### src/rtl/flash_write_sequencer.sv
// rtl/flash_write_sequencer.sv - SPI NOR flash read/write command sequencer
//
// Purpose: turns single-byte read/write requests into SPI Mode 0 command
// sequences (READ, or WREN / PAGE PROGRAM / RDSR polling) with its own shifter.
// Ports:
//   clk, reset            system clock, synchronous active-low reset
//   req, req_we           request strobe (held until ack), 1 = write
//   req_addr, req_wdata   24-bit flash byte address, write data byte
//   ack                   one-cycle completion pulse
//   rdata                 last read byte
//   busy                  high from accept until ack inclusive
//   err_timeout           sticky write-poll timeout flag, cleared on accept
//   spi_sclk/mosi/cs_n    SPI outputs (idle: low / low / high)
//   spi_miso              SPI data in
module flash_write_sequencer #(
  parameter int          CLK_DIV    = 2,
  parameter int          CS_GAP     = 4,
  parameter logic [15:0] POLL_LIMIT = 16'd65535
) (
  input  logic        clk,
  input  logic        reset,
  input  logic        req,
  input  logic        req_we,
  input  logic [23:0] req_addr,
  input  logic [7:0]  req_wdata,
  output logic        ack,
  output logic [7:0]  rdata,
  output logic        busy,
  output logic        err_timeout,
  output logic        spi_sclk,
  output logic        spi_mosi,
  output logic        spi_cs_n,
  input  logic        spi_miso
);

  localparam int HW = $clog2(CLK_DIV + 1);
  localparam int GW = $clog2(CS_GAP + 1);
  localparam logic [HW-1:0] HALF_LAST = HW'(CLK_DIV - 1);
  localparam logic [GW-1:0] GAP_LAST  = GW'(CS_GAP - 1);

  typedef enum logic [3:0] {
    IDLE, READ, WREN, GAP_W, PROG, GAP_P, POLL, GAP_Q, DONE
  } state_t;

  state_t        r_state, w_state, w_tgt;
  logic          r_ack, w_ack;
  logic [7:0]    r_rdata, w_rdata;
  logic          r_busy, w_busy;
  logic          r_err, w_err;
  logic          r_sclk, w_sclk;
  logic          r_mosi, w_mosi;
  logic          r_cs_n, w_cs_n;
  logic [23:0]   r_addr, w_addr;
  logic [7:0]    r_wdata, w_wdata;
  logic [39:0]   r_sh, w_sh;
  logic [7:0]    r_rx, w_rx;
  logic [HW-1:0] r_half, w_half;
  logic [5:0]    r_bit, w_bit;
  logic [GW-1:0] r_gap, w_gap;
  logic [15:0]   r_pcnt, w_pcnt, w_pinc;
  logic          w_start;

  // Outgoing frame, left-aligned so bit 39 goes out first.
  function automatic logic [39:0] frame(input state_t s, input logic [23:0] a,
                                        input logic [7:0] d);
    case (s)
      READ:    frame = {8'h03, a, 8'h00};
      WREN:    frame = {8'h06, 32'h0};
      PROG:    frame = {8'h02, a, d};
      default: frame = {8'h05, 32'h0};
    endcase
  endfunction

  function automatic logic [5:0] last_bit(input state_t s);
    case (s)
      READ, PROG: last_bit = 6'd39;
      WREN:       last_bit = 6'd7;
      default:    last_bit = 6'd15;
    endcase
  endfunction

  always_comb begin
    w_state = r_state;
    w_ack   = 1'b0;
    w_rdata = r_rdata;
    w_busy  = r_busy;
    w_err   = r_err;
    w_sclk  = r_sclk;
    w_mosi  = r_mosi;
    w_cs_n  = r_cs_n;
    w_addr  = r_addr;
    w_wdata = r_wdata;
    w_sh    = r_sh;
    w_rx    = r_rx;
    w_half  = r_half;
    w_bit   = r_bit;
    w_gap   = r_gap;
    w_pcnt  = r_pcnt;
    w_start = 1'b0;
    w_tgt   = r_state;
    w_pinc  = (r_pcnt == 16'hFFFF) ? r_pcnt : r_pcnt + 16'd1;

    case (r_state)
      IDLE: begin
        w_busy = req;
        if (req) begin
          w_addr  = req_addr;
          w_wdata = req_wdata;
          w_err   = 1'b0;
          w_state = req_we ? WREN : READ;
        end
      end
      READ, WREN, PROG, POLL: begin
        if (r_cs_n) begin
          // Only reached on the first cycle after accept; gap states start
          // their own follow-on command.
          w_start = 1'b1;
        end else if (r_half != HALF_LAST) begin
          w_half = r_half + 1'b1;
        end else if (!r_sclk) begin
          w_sclk = 1'b1;
          w_half = '0;
          w_rx   = {r_rx[6:0], spi_miso};
        end else if (r_bit != last_bit(r_state)) begin
          w_sclk = 1'b0;
          w_half = '0;
          w_bit  = r_bit + 6'd1;
          w_sh   = {r_sh[38:0], r_sh[39]};
          w_mosi = r_sh[38];
        end else begin
          w_sclk = 1'b0;
          w_cs_n = 1'b1;
          w_mosi = 1'b0;
          w_half = '0;
          w_gap  = '0;
          case (r_state)
            READ: begin
              w_rdata = r_rx;
              w_state = DONE;
            end
            WREN: w_state = GAP_W;
            PROG: begin
              w_pcnt  = 16'd0;
              w_state = GAP_P;
            end
            default: begin
              w_pcnt = w_pinc;
              if (!r_rx[0]) begin
                w_state = DONE;
              end else if (w_pinc == POLL_LIMIT) begin
                w_err   = 1'b1;
                w_state = DONE;
              end else begin
                w_state = GAP_Q;
              end
            end
          endcase
        end
      end
      GAP_W, GAP_P, GAP_Q: begin
        if (r_gap != GAP_LAST) begin
          w_gap = r_gap + 1'b1;
        end else begin
          // CS falls on the edge that ends the gap, so the gap is exactly CS_GAP.
          w_start = 1'b1;
          w_tgt   = (r_state == GAP_W) ? PROG : POLL;
          w_state = w_tgt;
        end
      end
      DONE: begin
        if (r_gap != GAP_LAST) begin
          w_gap = r_gap + 1'b1;
        end else begin
          w_ack   = 1'b1;
          w_state = IDLE;
        end
      end
      default: w_state = IDLE;
    endcase

    if (w_start) begin
      w_sh   = frame(w_tgt, r_addr, r_wdata);
      w_mosi = w_sh[39];
      w_cs_n = 1'b0;
      w_sclk = 1'b0;
      w_half = '0;
      w_bit  = 6'd0;
    end
  end

  always_ff @(posedge clk) begin
    if (!reset) begin
      r_state <= IDLE;
      r_ack   <= 1'b0;
      r_rdata <= 8'h00;
      r_busy  <= 1'b0;
      r_err   <= 1'b0;
      r_sclk  <= 1'b0;
      r_mosi  <= 1'b0;
      r_cs_n  <= 1'b1;
      r_addr  <= 24'h0;
      r_wdata <= 8'h00;
      r_sh    <= 40'h0;
      r_rx    <= 8'h00;
      r_half  <= '0;
      r_bit   <= 6'd0;
      r_gap   <= '0;
      r_pcnt  <= 16'd0;
    end else begin
      r_state <= w_state;
      r_ack   <= w_ack;
      r_rdata <= w_rdata;
      r_busy  <= w_busy;
      r_err   <= w_err;
      r_sclk  <= w_sclk;
      r_mosi  <= w_mosi;
      r_cs_n  <= w_cs_n;
      r_addr  <= w_addr;
      r_wdata <= w_wdata;
      r_sh    <= w_sh;
      r_rx    <= w_rx;
      r_half  <= w_half;
      r_bit   <= w_bit;
      r_gap   <= w_gap;
      r_pcnt  <= w_pcnt;
    end
  end

  assign ack         = r_ack;
  assign rdata       = r_rdata;
  assign busy        = r_busy;
  assign err_timeout = r_err;
  assign spi_sclk    = r_sclk;
  assign spi_mosi    = r_mosi;
  assign spi_cs_n    = r_cs_n;

endmodule

### config.mk
export PLATFORM = sky130hd
export DESIGN_NAME = flash_write_sequencer
export DESIGN_NICKNAME = d
export VERILOG_FILES = /design/src/rtl/flash_write_sequencer.sv
export SDC_FILE = /design/constraint.sdc
export NUM_CORES = 1
export LEC_CHECK = 0
export CAP_MARGIN = 25
export CORE_ASPECT_RATIO = 1.1
export CORE_MARGIN = 1.5
export CORE_UTILIZATION = 47
export DETAILED_ROUTE_END_ITERATION = 8
export HOLD_SLACK_MARGIN = 0.15
export PLACE_DENSITY_LB_ADDON = 0.12
export SLEW_MARGIN = 15
export SYNTH_ARGS = -nofsm -noshare
export SYNTH_HDL_FRONTEND = slang
export SYNTH_SLANG_ARGS = --single-unit
### constraint.sdc
create_clock -name clk -period 2.95 [get_ports clk]
set_clock_uncertainty 0.15 [all_clocks]
set_input_delay 0.7375 -clock clk [delete_from_list [all_inputs] [get_ports clk]]
set_output_delay 0.7375 -clock clk [all_outputs]
set_load 0.01 [all_outputs]
# Word-level counts from Yosys, hierarchy flattened
# Index checks and enable logic that the tools add are counted.
# op_classes
add_sub_neg,4
bitwise_logic,6
n_mux,60
eq_ne,28
n_reduce_logical,26
# op_table
operator,n
40-bit two-way mux,6
35-bit one-hot mux with 3 select lines,1
4-bit two-way mux,10
"16-bit == test, second input constant",2
16-bit one-hot mux with 2 select lines,1
6-bit two-way mux,4
6-bit AND reduction,4
1-bit two-way mux,23
"4-bit by 3-bit == test with 1-bit output, second input constant",5
"2-bit inequality test, second input constant",10
"16-bit by 1-bit adder with 16-bit output, second input constant",1
16-bit two-way mux,1
4-bit one-hot mux with 4 select lines,1
3-bit two-way mux,5
"4-bit by 2-bit == test with 1-bit output, second input constant",3
4-bit one-hot mux with 3 select lines,1
6-bit one-hot mux with 2 select lines,1
5-bit AND reduction,2
2-bit nonzero test,5
9-bit AND reduction,1
"4-bit by 1-bit == test with 1-bit output, second input constant",2
4-bit AND reduction,2
4-bit OR reduction,2
"6-bit by 1-bit adder with 6-bit output, second input constant",1
15 further kinds,30
# word_totals
output_inout_bits,14
register_bits,125
inputBits,37

# Depth between registers and ports, before layout
# Gate-level depths: netlist of the first run.
# logic_depth
ltp_word,14
mapped_depth,11
ltp_nobuf,9

# Worst setup path after synthesis of the first run
# No wires, ideal clock.
# synth_path
kind,reg-to-reg
startpoint,reg r_pcnt[0]
endpoint,reg r_state[3]
n_path_buf,2
t_required_ps,2712
path_stages_with_launch,11
slack_ps,431
t_arrival_ps,2281
cell_sequence,dfxtp_1 ha_1 buf_2 nand3_2 or4_1 buf_2 mux2i_1 nor4_1 o2111ai_1 nor3b_1 o32ai_2
# synth_via
elab_chain_cells,11
word_cells_on_any_way,12
classes_between,add/sub (1); eq/ne (2); mux (9)
# synth_rtl
item,line_no,text
start: declaration,60,"logic [15:0] r_pcnt, w_pcnt, w_pinc;"
start signal: assignment,225,r_pcnt <= w_pcnt;
16-bit by 1-bit adder with 16-bit output or 16-bit == test (tied branches),101,w_pinc = (r_pcnt == 16'hFFFF) ? r_pcnt : r_pcnt + 16'd1;
16-bit two-way mux *,101,
16-bit == test *,150,end else if (w_pinc == POLL_LIMIT) begin
4-bit two-way mux *,150,
4-bit two-way mux *,148,if (!r_rx[0]) begin
4-bit one-hot mux with 3 select lines *,136,case (r_state)
4-bit two-way mux *,124,end else if (r_bit != last_bit(r_state)) begin
4-bit two-way mux *,120,end else if (!r_sclk) begin
4-bit two-way mux *,118,end else if (r_half != HALF_LAST) begin
4-bit two-way mux *,114,if (r_cs_n) begin
4-bit one-hot mux with 4 select lines *,103,case (r_state)
end signal: assignment,210,r_state <= w_state;
end: declaration,45,"state_t r_state, w_state, w_tgt;"
# Every way passes the cells marked *; elsewhere a longest branch is shown, timed or not. The select of a mux whose other input is x is not followed.
# A chain may end at the register's enable or synchronous reset.

# Worst setup path after layout of the first run
# layout_path
startpoint,reg r_pcnt[2]
endpoint,reg r_state[2]
# The elaborated chain is that of the path after synthesis.

==> results of run 1 <==
layer usage:
layer / track usage (%) / part of all wire (%)
met2: 35.9 / 48
met4: 11.4 / 2.9
met1: 27.8 / 45
met3: 5.76 / 4.4
met5: 0 / 0
synthesized netlist by cell type, types with 4 or more instances:
| master | count | area share [%] |
|---|---|---|
| sky130_fd_sc_hd__a211oi_1 | 9 | 1.2 |
| sky130_fd_sc_hd__a21oi_1 | 103 | 8.8 |
| sky130_fd_sc_hd__a31oi_1 | 7 | 0.75 |
| sky130_fd_sc_hd__and3_1 | 7 | 0.75 |
| sky130_fd_sc_hd__buf_2 | 15 | 1.3 |
| sky130_fd_sc_hd__clkbuf_1 | 43 | 2.8 |
| sky130_fd_sc_hd__dfxtp_1 | 125 | 43 |
| sky130_fd_sc_hd__ha_1 | 4 | 0.86 |
| sky130_fd_sc_hd__inv_1 | 9 | 0.58 |
| sky130_fd_sc_hd__mux2i_1 | 21 | 3.6 |
| sky130_fd_sc_hd__nand2_1 | 135 | 8.7 |
| sky130_fd_sc_hd__nand2b_1 | 5 | 0.54 |
| sky130_fd_sc_hd__nand3_1 | 16 | 1.4 |
| sky130_fd_sc_hd__nand4_1 | 5 | 0.54 |
| sky130_fd_sc_hd__nor2_1 | 60 | 3.9 |
| sky130_fd_sc_hd__nor3_1 | 9 | 0.77 |
| sky130_fd_sc_hd__nor3b_1 | 4 | 0.51 |
| sky130_fd_sc_hd__nor4_1 | 9 | 0.96 |
| sky130_fd_sc_hd__o21ai_0 | 76 | 6.5 |
| sky130_fd_sc_hd__o221a_2 | 4 | 0.77 |
| sky130_fd_sc_hd__or3_1 | 9 | 0.96 |
| sky130_fd_sc_hd__xnor2_1 | 5 | 0.75 |
| sky130_fd_sc_hd__xor2_1 | 4 | 0.60 |
through the flow:
| step | power (W) | std cells | util, % | hold WS, ps | cell area, µm² |
|---|---|---|---|---|---|
| floorplan | 0.00245 | 748 | - | 280 | 5840 |
| global placement | 0.00264 | 918 | 53.8 | 287 | 6500 |
| detailed placement | 0.00266 | 918 | 53.8 | 297 | 6500 |
| CTS | 0.00497 | 949 | 59.2 | 304 | 7150 |
| global route | 0.00515 | 949 | 59.3 | 317 | 7160 |
| finish | 0.00493 | 949 | 59.3 | 303 | 7160 |
power groups by stage:
| stage | logic (W) | clock network [W] | registers, W |
|---|---|---|---|
| 4_1_cts | 0.000685 | 0.00233 | 0.00195 |
| 5_1_grt | 0.000776 | 0.00240 | 0.00198 |
| 2_1_floorplan | 0.000492 | 0 | 0.00196 |
| 3_5_place_dp | 0.000682 | 0 | 0.00198 |
| 6_report | 0.000682 | 0.00229 | 0.00195 |
| 3_3_place_gp | 0.000661 | 0 | 0.00198 |
how the worst min path moves through the flow:
stage / start / end / slack [ps] / cells after the start
after floorplan: r_wdata[0]$_SDFFE_PN0P_ / r_sh[0]$_SDFFE_PN0P_ / 280 / 2
after global placement: r_sh[37]$_SDFFE_PN0P_ / r_sh[38]$_SDFFE_PN0P_ / 290 / 2
after detailed placement: r_addr[23]$_SDFFE_PN0P_ / r_addr[23]$_SDFFE_PN0P_ / 300 / 2
after CTS: r_addr[23]$_SDFFE_PN0P_ / r_addr[23]$_SDFFE_PN0P_ / 300 / 2
after global routing: r_addr[3]$_SDFFE_PN0P_ / r_addr[3]$_SDFFE_PN0P_ / 320 / 2
final: r_wdata[2]$_SDFFE_PN0P_ / r_wdata[2]$_SDFFE_PN0P_ / 300 / 2
logic make-up (layout without fill, tap and decap cells):
family / count (synthesis) / count (layout) / share of synthesized area, %
xor gates and xnor gates: 9 / 9 / 1.35
and+or+nand+nor: 284 / 284 / 22.7
AOI/OAI and AO/OA: 232 / 232 / 23.3
buffers and inverters: 71 / 118 / 5.07
muxes: 23 / 23 / 3.98
adders and majority gates: 4 / 4 / 0.856
DFF: 125 / 125 / 42.8
final cells by class:
| type | instances | area share, % |
|---|---|---|
| Clock buffer | 25 | 6.92 |
| Inverter | 10 | 0.524 |
| Tap cell | 154 | 2.69 |
| Timing Repair Buffer | 77 | 9.99 |
| Multi-Input combinational cell | 552 | 42.7 |
| Clock inverter | 6 | 2.17 |
| Sequential cell | 125 | 35.0 |
what timing repair did:
item / in CTS / in global routing
setup endpoints to repair: 0 / 47
resized for setup: 0 / 3
hold buffers: 0 / 0
registers in the layout, indices dropped and copies added (netlist names), 2 cells and up:
signal	count
r_sh	40
r_addr	24
r_pcnt	16
r_rx	8
r_wdata	8
rdata	8
r_bit	6
r_state	4
r_gap	3
r_half	2
worst register-to-register path: stages, from the launching register on:
cell	delay (ps)
sky130_fd_sc_hd__dfxtp_1	580
sky130_fd_sc_hd__nand4_1	440
sky130_fd_sc_hd__nor4_1	410
sky130_fd_sc_hd__a211oi_1	100
sky130_fd_sc_hd__nor4_2	400
sky130_fd_sc_hd__nand2_1	120
sky130_fd_sc_hd__o21ai_1	250
sky130_fd_sc_hd__a31oi_1	140
==> metrics.md, run 1 <==
| Metric | Value |
|---|---|
| Endpoint of the worst-slack reg-to-reg timing path | r_state[2]$_SDFFE_PN0P_ |
| Timing-limited maximum frequency | 367 MHz |
| Sum Neg Setup Slack | 0 ps |
| Setup ws final | 223 ps |
| Leakage Power | 2.63 nW |
| Critical-path cell list | nand4_1, nor4_1, a211oi_1, nor4_2, nand2_1, o21ai_1, a31oi_1 |
| Wire length of the first global-routing pass | 23300 µm |
| Logic gate share of total power | 13.8% |
| Fraction of the yosys area taken by sequential cells | 42.8% |
| Die outline height | 120 µm |
| Number of synthesized flops with an enable pin | 0 |
| Root Buffer Master | sky130_fd_sc_hd__clkbuf_16 |
| Register-to-register setup slack | 220 ps |
| Highest-count cells in the layout ignoring fill and taps | sky130_fd_sc_hd__nand2_1 (135), sky130_fd_sc_hd__dfxtp_1 (123), sky130_fd_sc_hd__a21oi_1 (103), sky130_fd_sc_hd__o21ai_0 (76), sky130_fd_sc_hd__nor2_1 (60) |
| Slowest cell on the critical path | sky130_fd_sc_hd__dfxtp_1 |
| Run status | complete, no violations |
| Initial antenna violation count | 0 |
| Post-DRT Antenna Nets | 0 |
| Fraction of final layout cells sized beyond drive strength 1 | 9.81% |
| Total of flip-flops plus latches after synthesis | 125 |
| Routability congestion estimate | 0.892 |
| Post-synthesis instance area | 5840 µm² |
| CP peak stage delay | 580 ps |
| Number of global-route vias before repair | 5000 |
| Via count | 5364 |
| Average via count per standard cell | 5.65 |
| Endpoint arrival time on the critical path | 2840 ps |
| Buf+Inv Stages, Crit Path | 0 |
| Total half-perimeter wirelength after legalization and detailed placement | 9200 µm |
| Cell count after synthesis | 748 |
| RSZ-0062 raised after global routing | false |
| Share of total power in the clock network | 46.5% |
| # rows | 42 |
| Most common cell after layout, fill and taps aside | sky130_fd_sc_hd__nand2_1 |
| Final Hold Vio Count | 0 |
| Gr usage total | 22.5% |
| Storage element area | 2500 µm² |
| Transition time at the pin with the least slew margin | 642 ps |
| Post-place setup slack | 141 ps |
| Top-Level Pins | 51 |
| Antenna diode count | 0 |
| Clock edge transition at the registers on the reported setup and hold paths | 50 ps |
| Class of the tightest hold or removal check | reg2reg |
| Internal power component | 0.00371 W |
| Number of failing setup endpoints in the final timing report | 0 |
| Most common flop cell mapped by yosys | sky130_fd_sc_hd__dfxtp_1 |
| Worst Path Required | 3070 ps |
| Setup crit end kind | register |
| I/O Buffers | 50 |
| Number of warnings reported in the yosys synthesis log | 0 |
| CP Depth | 7 |
| Worst-case reg-to-reg path depth | 7 |
| Die extent in x | 109 µm |
| Max Cap Violations | 0 |
| Largest net degree at the start of global routing | 44 |
| Fin crit share | 92.4% |
| Worst ir drop on vdd | 0.000435 V |
| Effective utilization at floorplan | 48.4% |
| CP top delay family | simple AND/OR/NAND/NOR gates |
| Maximum buffer depth of the clock tree | 2 |
| Syn Area/Cell | 7.81 µm² |
| Count of distinct cell types in the synthesized netlist | 67 |
| Area overhead of the layout relative to synthesis | 22.6% |
| Headroom to the max-slew limit | 57.2% |
| Post-Syn Nets | 789 |
| Remaining DRCs | 0 |
| Area occupied by multi-input gates | 3060 µm² |
| First drt pass iteration count | 5 |
| Launch point of the worst path | r_pcnt[2]$_SDFFE_PN0P_ |
| R2r startpoint | r_pcnt[2]$_SDFFE_PN0P_ |
| Total number of H-tree levels | 4 |
| Drt initial violations | 307 |
| Number of buffers inserted during clock tree synthesis | 17 |
| Clock latency at the later pin of the worst-skew pair | 420 ps |
| Kind of critical path | reg2reg |
| Critical path destination | r_state[2]$_SDFFE_PN0P_ |
| Net load switching power | 0.00122 W |
| Total wire length after detailed routing | 13800 µm |
| Async set or reset register ratio after synthesis | 0% |
| Number of buffers added for setup after CTS | 0 |
| Category of the worst setup path launch point | register |
| Fillers | 1088 |
| Clock tree from TritonCTS | built |
| Sw Share | 24.7% |
| Number of nets in the final layout | 824 |
| Sequential cell fraction of total power | 39.7% |
| Pwr/cell area | 688 nW/µm² |
| Standard cell core area | 12100 µm² |
| Per-cell routed wire length | 14.5 µm |
| Area enclosed by the die boundary | 13100 µm² |
| Max Slew Vio Count | 0 |
| Clock net sink count | 125 |
| Post-layout minimum cycle time | 2730 ps |
| GRT Residual Overflow | 0 |
| Critical path fanouts, max | 13 |
Power figures use the tool's default switching activity.
==> inputs of run 2 (changes only) <==
--- a/config.mk
+++ b/config.mk
@@ -5,6 +5,7 @@
 export SDC_FILE = /design/constraint.sdc
 export NUM_CORES = 1
 export LEC_CHECK = 0
+export ABC_CLOCK_PERIOD_IN_PS = 2950
 export CAP_MARGIN = 25
 export CORE_ASPECT_RATIO = 1.1
 export CORE_MARGIN = 1.5
@@ -12,6 +13,7 @@
 export DETAILED_ROUTE_END_ITERATION = 8
 export HOLD_SLACK_MARGIN = 0.15
 export PLACE_DENSITY_LB_ADDON = 0.12
+export REMOVE_ABC_BUFFERS = 1
 export SLEW_MARGIN = 15
 export SYNTH_ARGS = -nofsm -noshare
 export SYNTH_HDL_FRONTEND = slang
==> run 2 against run 1 <==
  * First-iteration DRC count unchanged
  * Wire length increased by 4.0%
  * Core utilization about the same
  * Register-to-register slack got worse by 40 ps
  * Highest routed layer unchanged
  * Count of clock-buffer cells in the layout decreased by 5
  * Critical endpoint unchanged
  * Worst hold slack got worse by 2.1 ps
  * Flip-flop and latch count unchanged
  * Clock power decreased by 5%
  * Final cell count increased by 0.42%
  * Via count increased by 0.19%
==> metrics.md, run 2 (synthesized netlist as in run 1, its figures left out) <==
| Metric | Value |
|---|---|
| Run status | complete, no violations (unchanged) |
| Max Cap Violations | 0 (unchanged) |
| Endpoint of the worst-slack reg-to-reg timing path | r_state[2]$_SDFFE_PN0P_ (unchanged) |
| Category of the worst setup path launch point | register (unchanged) |
| Per-cell routed wire length | 15.1 µm (was 14.5 µm) |
| Routability congestion estimate | 0.885 (was 0.892) |
| Total wire length after detailed routing | 14400 µm (was 13800 µm) |
| Post-DRT Antenna Nets | 0 (unchanged) |
| Drt initial violations | 307 (unchanged) |
| Final std cell area, no fill | 7160 µm² (about the same) |
| Largest registers | r_sh x40, r_addr x24, r_pcnt x16 (unchanged) |
| Remaining DRCs | 0 (unchanged) |
| Total half-perimeter wirelength after legalization and detailed placement | 9660 µm (was 9200 µm) |
| Class of the tightest hold or removal check | reg2reg (unchanged) |
| Root Buffer Master | sky130_fd_sc_hd__clkbuf_16 (unchanged) |
| Die outline height | 120 µm (unchanged) |
| Fillers | 1104 (was 1088) |
| Share of total power in the clock network | 45.1% (was 46.5%) |
| Worst ir drop on vdd | 0.000409 V (was 0.000435 V) |
| Leakage Power | 2.62 nW (was 2.63 nW) |
| I/O Buffers | 50 (unchanged) |
| Die extent in x | 109 µm (unchanged) |
| Area enclosed by the die boundary | 13100 µm² (unchanged) |
| Number of buffers inserted during clock tree synthesis | 17 (unchanged) |
| Headroom to the max-slew limit | 49.3% (was 57.2%) |
| Area overhead of the layout relative to synthesis | 22.5% (was 22.6%) |
| RSZ-0062 raised after global routing | false (unchanged) |
| Sw Share | 26.9% (was 24.7%) |
| Fraction of final layout cells sized beyond drive strength 1 | 10.5% (was 9.81%) |
| Highest-count cells in the layout ignoring fill and taps | sky130_fd_sc_hd__nand2_1 (135), sky130_fd_sc_hd__dfxtp_1 (125), sky130_fd_sc_hd__a21oi_1 (103), sky130_fd_sc_hd__o21ai_0 (76), sky130_fd_sc_hd__nor2_1 (60) (was sky130_fd_sc_hd__nand2_1 (135), sky130_fd_sc_hd__dfxtp_1 (123), sky130_fd_sc_hd__a21oi_1 (103), sky130_fd_sc_hd__o21ai_0 (76), sky130_fd_sc_hd__nor2_1 (60)) |
| Number of failing setup endpoints in the final timing report | 0 (unchanged) |
| Number of nets in the final layout | 827 (was 824) |
| Worst Path Required | 3090 ps (was 3070 ps) |
| Launch point of the worst path | r_pcnt[1]$_SDFFE_PN0P_ (was r_pcnt[2]$_SDFFE_PN0P_) |
| Sequential cell fraction of total power | 40.6% (was 39.7%) |
| Max Slew Vio Count | 0 (unchanged) |
| Number of global-route vias before repair | 4940 (was 5000) |
| R2r startpoint | r_pcnt[1]$_SDFFE_PN0P_ (was r_pcnt[2]$_SDFFE_PN0P_) |
| Total number of H-tree levels | 4 (unchanged) |
| Setup crit end kind | register (unchanged) |
| Clock latency at the later pin of the worst-skew pair | 420 ps (about the same) |
| Max FFs per register | 40 (unchanged) |
| Total cell area at the placement stage | 6520 µm² (was 6500 µm²) |
| Final Hold Vio Count | 0 (unchanged) |
| Kind of critical path | reg2reg (unchanged) |
| Via count | 5374 (was 5364) |
| Largest net degree at the start of global routing | 39 (was 44) |
| Timing-limited maximum frequency | 361 MHz (was 367 MHz) |
| Worst Min Path Start | r_addr[20]$_SDFFE_PN0P_ (was r_wdata[2]$_SDFFE_PN0P_) |
| Critical path fanouts, max | 10 (was 13) |
| Most common cell after layout, fill and taps aside | sky130_fd_sc_hd__nand2_1 (unchanged) |
| Internal power component | 0.00353 W (was 0.00371 W) |
| First drt pass iteration count | 5 (unchanged) |
| Wire length of the first global-routing pass | 23500 µm (was 23300 µm) |
| Clock tree from TritonCTS | built (unchanged) |
| Fin crit share | 94.0% (was 92.4%) |
| Logic gate share of total power | 14.3% (was 13.8%) |
| Maximum buffer depth of the clock tree | 2 (unchanged) |
| Net load switching power | 0.00130 W (was 0.00122 W) |
| Final-layout worst hold slack | 301 ps (was 303 ps) |
| Count of cells along the worst hold path | 2 (unchanged) |
| Transition time at the pin with the least slew margin | 759 ps (was 642 ps) |
| Gr usage total | 22.7% (was 22.5%) |
| Initial antenna violation count | 0 (unchanged) |
| Endpoint arrival time on the critical path | 2910 ps (was 2840 ps) |
| Clock edge transition at the registers on the reported setup and hold paths | 60 ps (was 50 ps) |
| Quantity of hold-fixing buffers added after cts | 0 (unchanged) |
| Antenna diode count | 0 (unchanged) |
| Top-Level Pins | 51 (unchanged) |
| Register-to-register setup slack | 180 ps (was 220 ps) |
| Clock net sink count | 125 (unchanged) |
| Standard cell core area | 12100 µm² (unchanged) |
| GRT Residual Overflow | 0 (unchanged) |
| Pwr/cell area | 674 nW/µm² (was 688 nW/µm²) |
| Critical path destination | r_state[2]$_SDFFE_PN0P_ (unchanged) |
| Post-layout minimum cycle time | 2770 ps (was 2730 ps) |
| Average via count per standard cell | 5.64 (was 5.65) |
| # rows | 42 (unchanged) |
| Largest register by flop count | r_sh (unchanged) |
| Worst-case reg-to-reg path depth | 9 (was 7) |
| Effective utilization at floorplan | 48.4% (unchanged) |
[run 2: changes by cell type in the layout (fill, tap and decap cells not counted), moves of 3 or more]
cell,delta
sky130_fd_sc_hd__clkbuf_1,-4
sky130_fd_sc_hd__buf_4,+3
sky130_fd_sc_hd__clkinvlp_4,+4
sky130_fd_sc_hd__clkinv_4,+3
[run 2: power groups by stage]
stage               sequential (W)  combinational, W  clock, W
floorplan                  0.00197          0.000429         0
finish                     0.00196          0.000689   0.00218
global placement           0.00198          0.000672         0
CTS                        0.00195          0.000695   0.00221
detailed placement         0.00199          0.000689         0
global route               0.00198          0.000784   0.00228
[run 2: metrics by stage]
stage / TNS (ps) / power (W) / utilization, % / setup slack, ps / cells
after floorplan: -18300 / 0.00240 / - / -544 / 687
after global placement: 0 / 0.00265 / 53.9 / 260 / 920
after detailed placement: 0 / 0.00268 / 53.9 / 149 / 920
after CTS: 0 / 0.00486 / 59.1 / 141 / 952
after global routing: 0 / 0.00504 / 59.2 / 12.6 / 953
final: 0 / 0.00482 / 59.2 / 178 / 953
[run 2: worst min path at each step]
stage,endpoint,slack [ps]
floorplan,r_sh[0]$_SDFFE_PN0P_,280
global placement,r_sh[37]$_SDFFE_PN0P_,290
detailed placement,r_sh[30]$_SDFFE_PN0P_,300
CTS,r_sh[19]$_SDFFE_PN0P_,300
global route,r_sh[14]$_SDFFE_PN0P_,310
finish,r_sh[28]$_SDFFE_PN0P_,300
[run 2: area by class of cell]
| class | instances | area (µm²) | area share (%) |
|---|---|---|---|
| clock buffer | 20 | 467 | 6.52 |
| clock inverter | 12 | 160 | 2.24 |
| inverter | 10 | 37.5 | 0.524 |
| multi-input combinational | 552 | 3060 | 42.8 |
| sequential | 125 | 2500 | 35.0 |
| tap | 154 | 193 | 2.69 |
| timing repair buffer | 80 | 738 | 10.3 |
[run 2: timing repair]
item,in CTS,in global routing
resized for setup,0,1
hold endpoints to repair,0,0
setup buffers,0,1
endpoints found under the setup margin,0,5
[run 2: metal layers]
layer	GRT usage [%]	vias up	part of all wire (%)
li1	-	2706	-
met1	28.7	2512	46
met2	36.6	129	47
met3	4.89	27	4.8
met4	10.5	0	2.3
met5	0	-	0
[run 2: critical path: stages, from the launching register on]
cell	delay [ps]
sky130_fd_sc_hd__dfxtp_1	500
sky130_fd_sc_hd__ha_1	250
sky130_fd_sc_hd__nand3_2	90
sky130_fd_sc_hd__buf_4	190
sky130_fd_sc_hd__nor4_1	380
sky130_fd_sc_hd__a211oi_1	160
sky130_fd_sc_hd__nor4_2	390
sky130_fd_sc_hd__nand2_1	120
sky130_fd_sc_hd__o21ai_1	280
sky130_fd_sc_hd__a31oi_1	130
==> inputs of run 3 (changes only) <==
--- a/config.mk
+++ b/config.mk
@@ -12,7 +12,7 @@
 export CORE_UTILIZATION = 47
 export DETAILED_ROUTE_END_ITERATION = 8
 export HOLD_SLACK_MARGIN = 0.15
-export PLACE_DENSITY_LB_ADDON = 0.12
+export PLACE_DENSITY = 0.75
 export REMOVE_ABC_BUFFERS = 1
 export SLEW_MARGIN = 15
 export SYNTH_ARGS = -nofsm -noshare
==> run 3 against run 2 <==
  * Sequential power hardly changed
  * Count of clock-buffer cells in the layout is 3 lower
  * Via count is 3.0% higher
  * Wire length is 1.4% higher
  * Cell area is 0.17% higher
  * Largest cell class unchanged
==> metrics.md, run 3 (synthesized netlist as in run 1, its figures left out) <==
| Metric | Value |
|---|---|
| Run status | complete, no violations (unchanged) |
| Share of total power in the clock network | 45.8% (was 45.1%) |
| Die outline height | 120 µm (unchanged) |
| Worst ir drop on vdd | 0.000468 V (was 0.000409 V) |
| Post-DRT Antenna Nets | 0 (unchanged) |
| Standard cell core area | 12100 µm² (unchanged) |
| Clock tree from TritonCTS | built (unchanged) |
| Number of global-route vias before repair | 5337 (was 4940) |
| Critical path fanouts, max | 10 (unchanged) |
| Number of nets in the final layout | 826 (was 827) |
| Fin crit share | 93.8% (was 94.0%) |
| GRT Residual Overflow | 0 (unchanged) |
| Total cell area at the placement stage | 6520 µm² (unchanged) |
| Headroom to the max-slew limit | 57.7% (was 49.3%) |
| I/O Buffers | 50 (unchanged) |
| Area occupied by multi-input gates | 3060 µm² (about the same) |
| Wire length of the first global-routing pass | 24800 µm (was 23500 µm) |
| Largest registers | r_sh x40, r_addr x24, r_pcnt x16 (unchanged) |
| Buf+Inv Stages, Crit Path | 1 (unchanged) |
| Initial antenna violation count | 0 (unchanged) |
| Timing-limited maximum frequency | 361 MHz (about the same) |
| Slowest cell on the critical path | sky130_fd_sc_hd__dfxtp_1 (unchanged) |
| Register-to-register setup slack | 180 ps (about the same) |
| Highest-count cells in the layout ignoring fill and taps | sky130_fd_sc_hd__nand2_1 (135), sky130_fd_sc_hd__dfxtp_1 (123), sky130_fd_sc_hd__a21oi_1 (103), sky130_fd_sc_hd__o21ai_0 (76), sky130_fd_sc_hd__nor2_1 (59) (was sky130_fd_sc_hd__nand2_1 (135), sky130_fd_sc_hd__dfxtp_1 (125), sky130_fd_sc_hd__a21oi_1 (103), sky130_fd_sc_hd__o21ai_0 (76), sky130_fd_sc_hd__nor2_1 (60)) |
| RSZ-0062 raised after global routing | false (unchanged) |
| Antenna diode count | 0 (unchanged) |
| Area enclosed by the die boundary | 13100 µm² (unchanged) |
| Routability congestion estimate | 0.946 (was 0.885) |
| Max FFs per register | 40 (unchanged) |
| Area overhead of the layout relative to synthesis | 22.7% (was 22.5%) |
| Category of the worst setup path launch point | register (unchanged) |
| Pwr/cell area | 687 nW/µm² (was 674 nW/µm²) |
| Transition time at the pin with the least slew margin | 635 ps (was 759 ps) |
| Top-Level Pins | 51 (unchanged) |
| Total half-perimeter wirelength after legalization and detailed placement | 9790 µm (was 9660 µm) |
| Root Buffer Master | sky130_fd_sc_hd__clkbuf_16 (unchanged) |
| Average via count per standard cell | 5.82 (was 5.64) |
| Final Hold Vio Count | 0 (unchanged) |
| Per-cell routed wire length | 15.3 µm (was 15.1 µm) |
| Clock latency at the later pin of the worst-skew pair | 410 ps (was 420 ps) |
| Fraction of final layout cells sized beyond drive strength 1 | 10.7% (was 10.5%) |
| Max Slew Vio Count | 0 (unchanged) |
| Via count | 5536 (was 5374) |
| Maximum buffer depth of the clock tree | 2 (unchanged) |
| Internal power component | 0.00363 W (was 0.00353 W) |
| CP top delay family | simple AND/OR/NAND/NOR gates (unchanged) |
| Largest register by flop count | r_sh (unchanged) |
| Final Util | 59.3% (was 59.2%) |
| Number of failing setup endpoints in the final timing report | 0 (unchanged) |
| Kind of critical path | reg2reg (unchanged) |
| Quantity of hold-fixing buffers added after cts | 0 (unchanged) |
| Leakage Power | 2.63 nW (was 2.62 nW) |
| Effective utilization at floorplan | 48.4% (unchanged) |
| Largest net degree at the start of global routing | 34 (was 39) |
| Final std cell area, no fill | 7170 µm² (was 7160 µm²) |
| Remaining DRCs | 0 (unchanged) |
| Number of buffers inserted during clock tree synthesis | 17 (unchanged) |
| Sequential cell fraction of total power | 39.8% (was 40.6%) |
| Worst Path Required | 3060 ps (was 3090 ps) |
| Clock net sink count | 125 (unchanged) |
| Total wire length after detailed routing | 14600 µm (was 14400 µm) |
| Logic gate share of total power | 14.4% (was 14.3%) |
| Critical-path cell list | ha_1, nand3_2, buf_4, nor4_1, a211oi_1, nor4_2, nand2_1, o21ai_1, a31oi_1 (unchanged) |
| Class of the tightest hold or removal check | reg2reg (unchanged) |
| First drt pass iteration count | 5 (unchanged) |
| Fillers | 1082 (was 1104) |
| Worst-case reg-to-reg path depth | 9 (unchanged) |
| Endpoint arrival time on the critical path | 2880 ps (was 2910 ps) |
| Total number of H-tree levels | 4 (unchanged) |
| Setup crit end kind | register (unchanged) |
| Most common cell after layout, fill and taps aside | sky130_fd_sc_hd__nand2_1 (unchanged) |
| Storage element area | 2500 µm² (about the same) |
| Die extent in x | 109 µm (unchanged) |
| Max Cap Violations | 0 (unchanged) |
| Final cell count without fillers | 951 (was 953) |
| CP Depth | 9 (unchanged) |
| Placed Cells | 920 (unchanged) |
| Clock edge transition at the registers on the reported setup and hold paths | 60 ps (about the same) |
| Count of cells along the worst hold path | 2 (unchanged) |
| # rows | 42 (unchanged) |
| Sw Share | 26.3% (was 26.9%) |
| Drt initial violations | 463 (was 307) |
| Post-layout minimum cycle time | 2770 ps (about the same) |
| Gr usage total | 23.6% (was 22.7%) |
| CP peak stage delay | 510 ps (was 500 ps) |
| Net load switching power | 0.00130 W (about the same) |
run 3: cell types whose count changed in the layout (fill, tap and decap cells not counted), sizes merged:
cell,before,now
inv,11,12
clkinv,4,6
bufinv,3,5
buf,30,29
clkinvlp,4,1
clkbuf,20,17
run 3: final cells by class:
| type | instances | area share [%] |
|---|---|---|
| multi-input combinational | 552 | 42.7 |
| sequential | 125 | 34.9 |
| timing repair buffer | 79 | 10.2 |
| clock buffer | 17 | 5.93 |
| clock inverter | 14 | 3.02 |
| tap | 154 | 2.69 |
| inverter | 10 | 0.523 |
run 3: worst paths after layout:
check | start | to
max | r_pcnt[1]$_SDFFE_PN0P_ | r_state[2]$_SDFFE_PN0P_
min | r_addr[11]$_SDFFE_PN0P_ | r_sh[19]$_SDFFE_PN0P_
max reg2reg | r_pcnt[1]$_SDFFE_PN0P_ | r_state[2]$_SDFFE_PN0P_
min reg2reg | r_addr[11]$_SDFFE_PN0P_ | r_sh[19]$_SDFFE_PN0P_
run 3: repair_timing:
| action | in CTS | in global routing |
|---|---|---|
| endpoints found under the setup margin | 0 | 11 |
| resized for setup | 0 | 4 |
| setup buffers | 0 | 0 |
run 3: layer usage:
layer | track usage [%] | up-vias | share of wire (%)
met1 | 28.6 | 2643 | 42
met2 | 40.8 | 167 | 52
met3 | 5.54 | 19 | 4.7
met4 | 7.55 | 0 | 1.4
li1 | - | 2707 | -
met5 | 0 | - | 0
run 3: worst register-to-register path: cells and delay by family, from the launching register on:
family,cells,cell delay [ps]
flip-flops,1,510
AO/OA/AOI/OAI,3,540
adder cells (fa/ha/maj),1,250
AND/OR/NAND/NOR,4,970
buffers and inverters,1,200
run 3: metrics by stage:
| stage | setup TNS [ps] | power, W | worst slack, ps | hold slack [ps] |
|---|---|---|---|---|
| after CTS | 0 | 0.00495 | 147 | 306 |
| after detailed placement | 0 | 0.00269 | 164 | 296 |
| after global placement | 0 | 0.00265 | 240 | 287 |
| after floorplan | -18300 | 0.00240 | -544 | 280 |
| after global routing | 0 | 0.00515 | 4.46 | 319 |
| final | 0 | 0.00493 | 182 | 305 |
run 3: power groups by stage:
| stage | logic [W] | clock network (W) | registers, W |
|---|---|---|---|
| finish | 0.000710 | 0.00226 | 0.00196 |
| global route | 0.000800 | 0.00236 | 0.00198 |
| CTS | 0.000706 | 0.00228 | 0.00196 |
| detailed placement | 0.000695 | 0 | 0.00199 |
| global placement | 0.000671 | 0 | 0.00198 |
| floorplan | 0.000429 | 0 | 0.00197 |
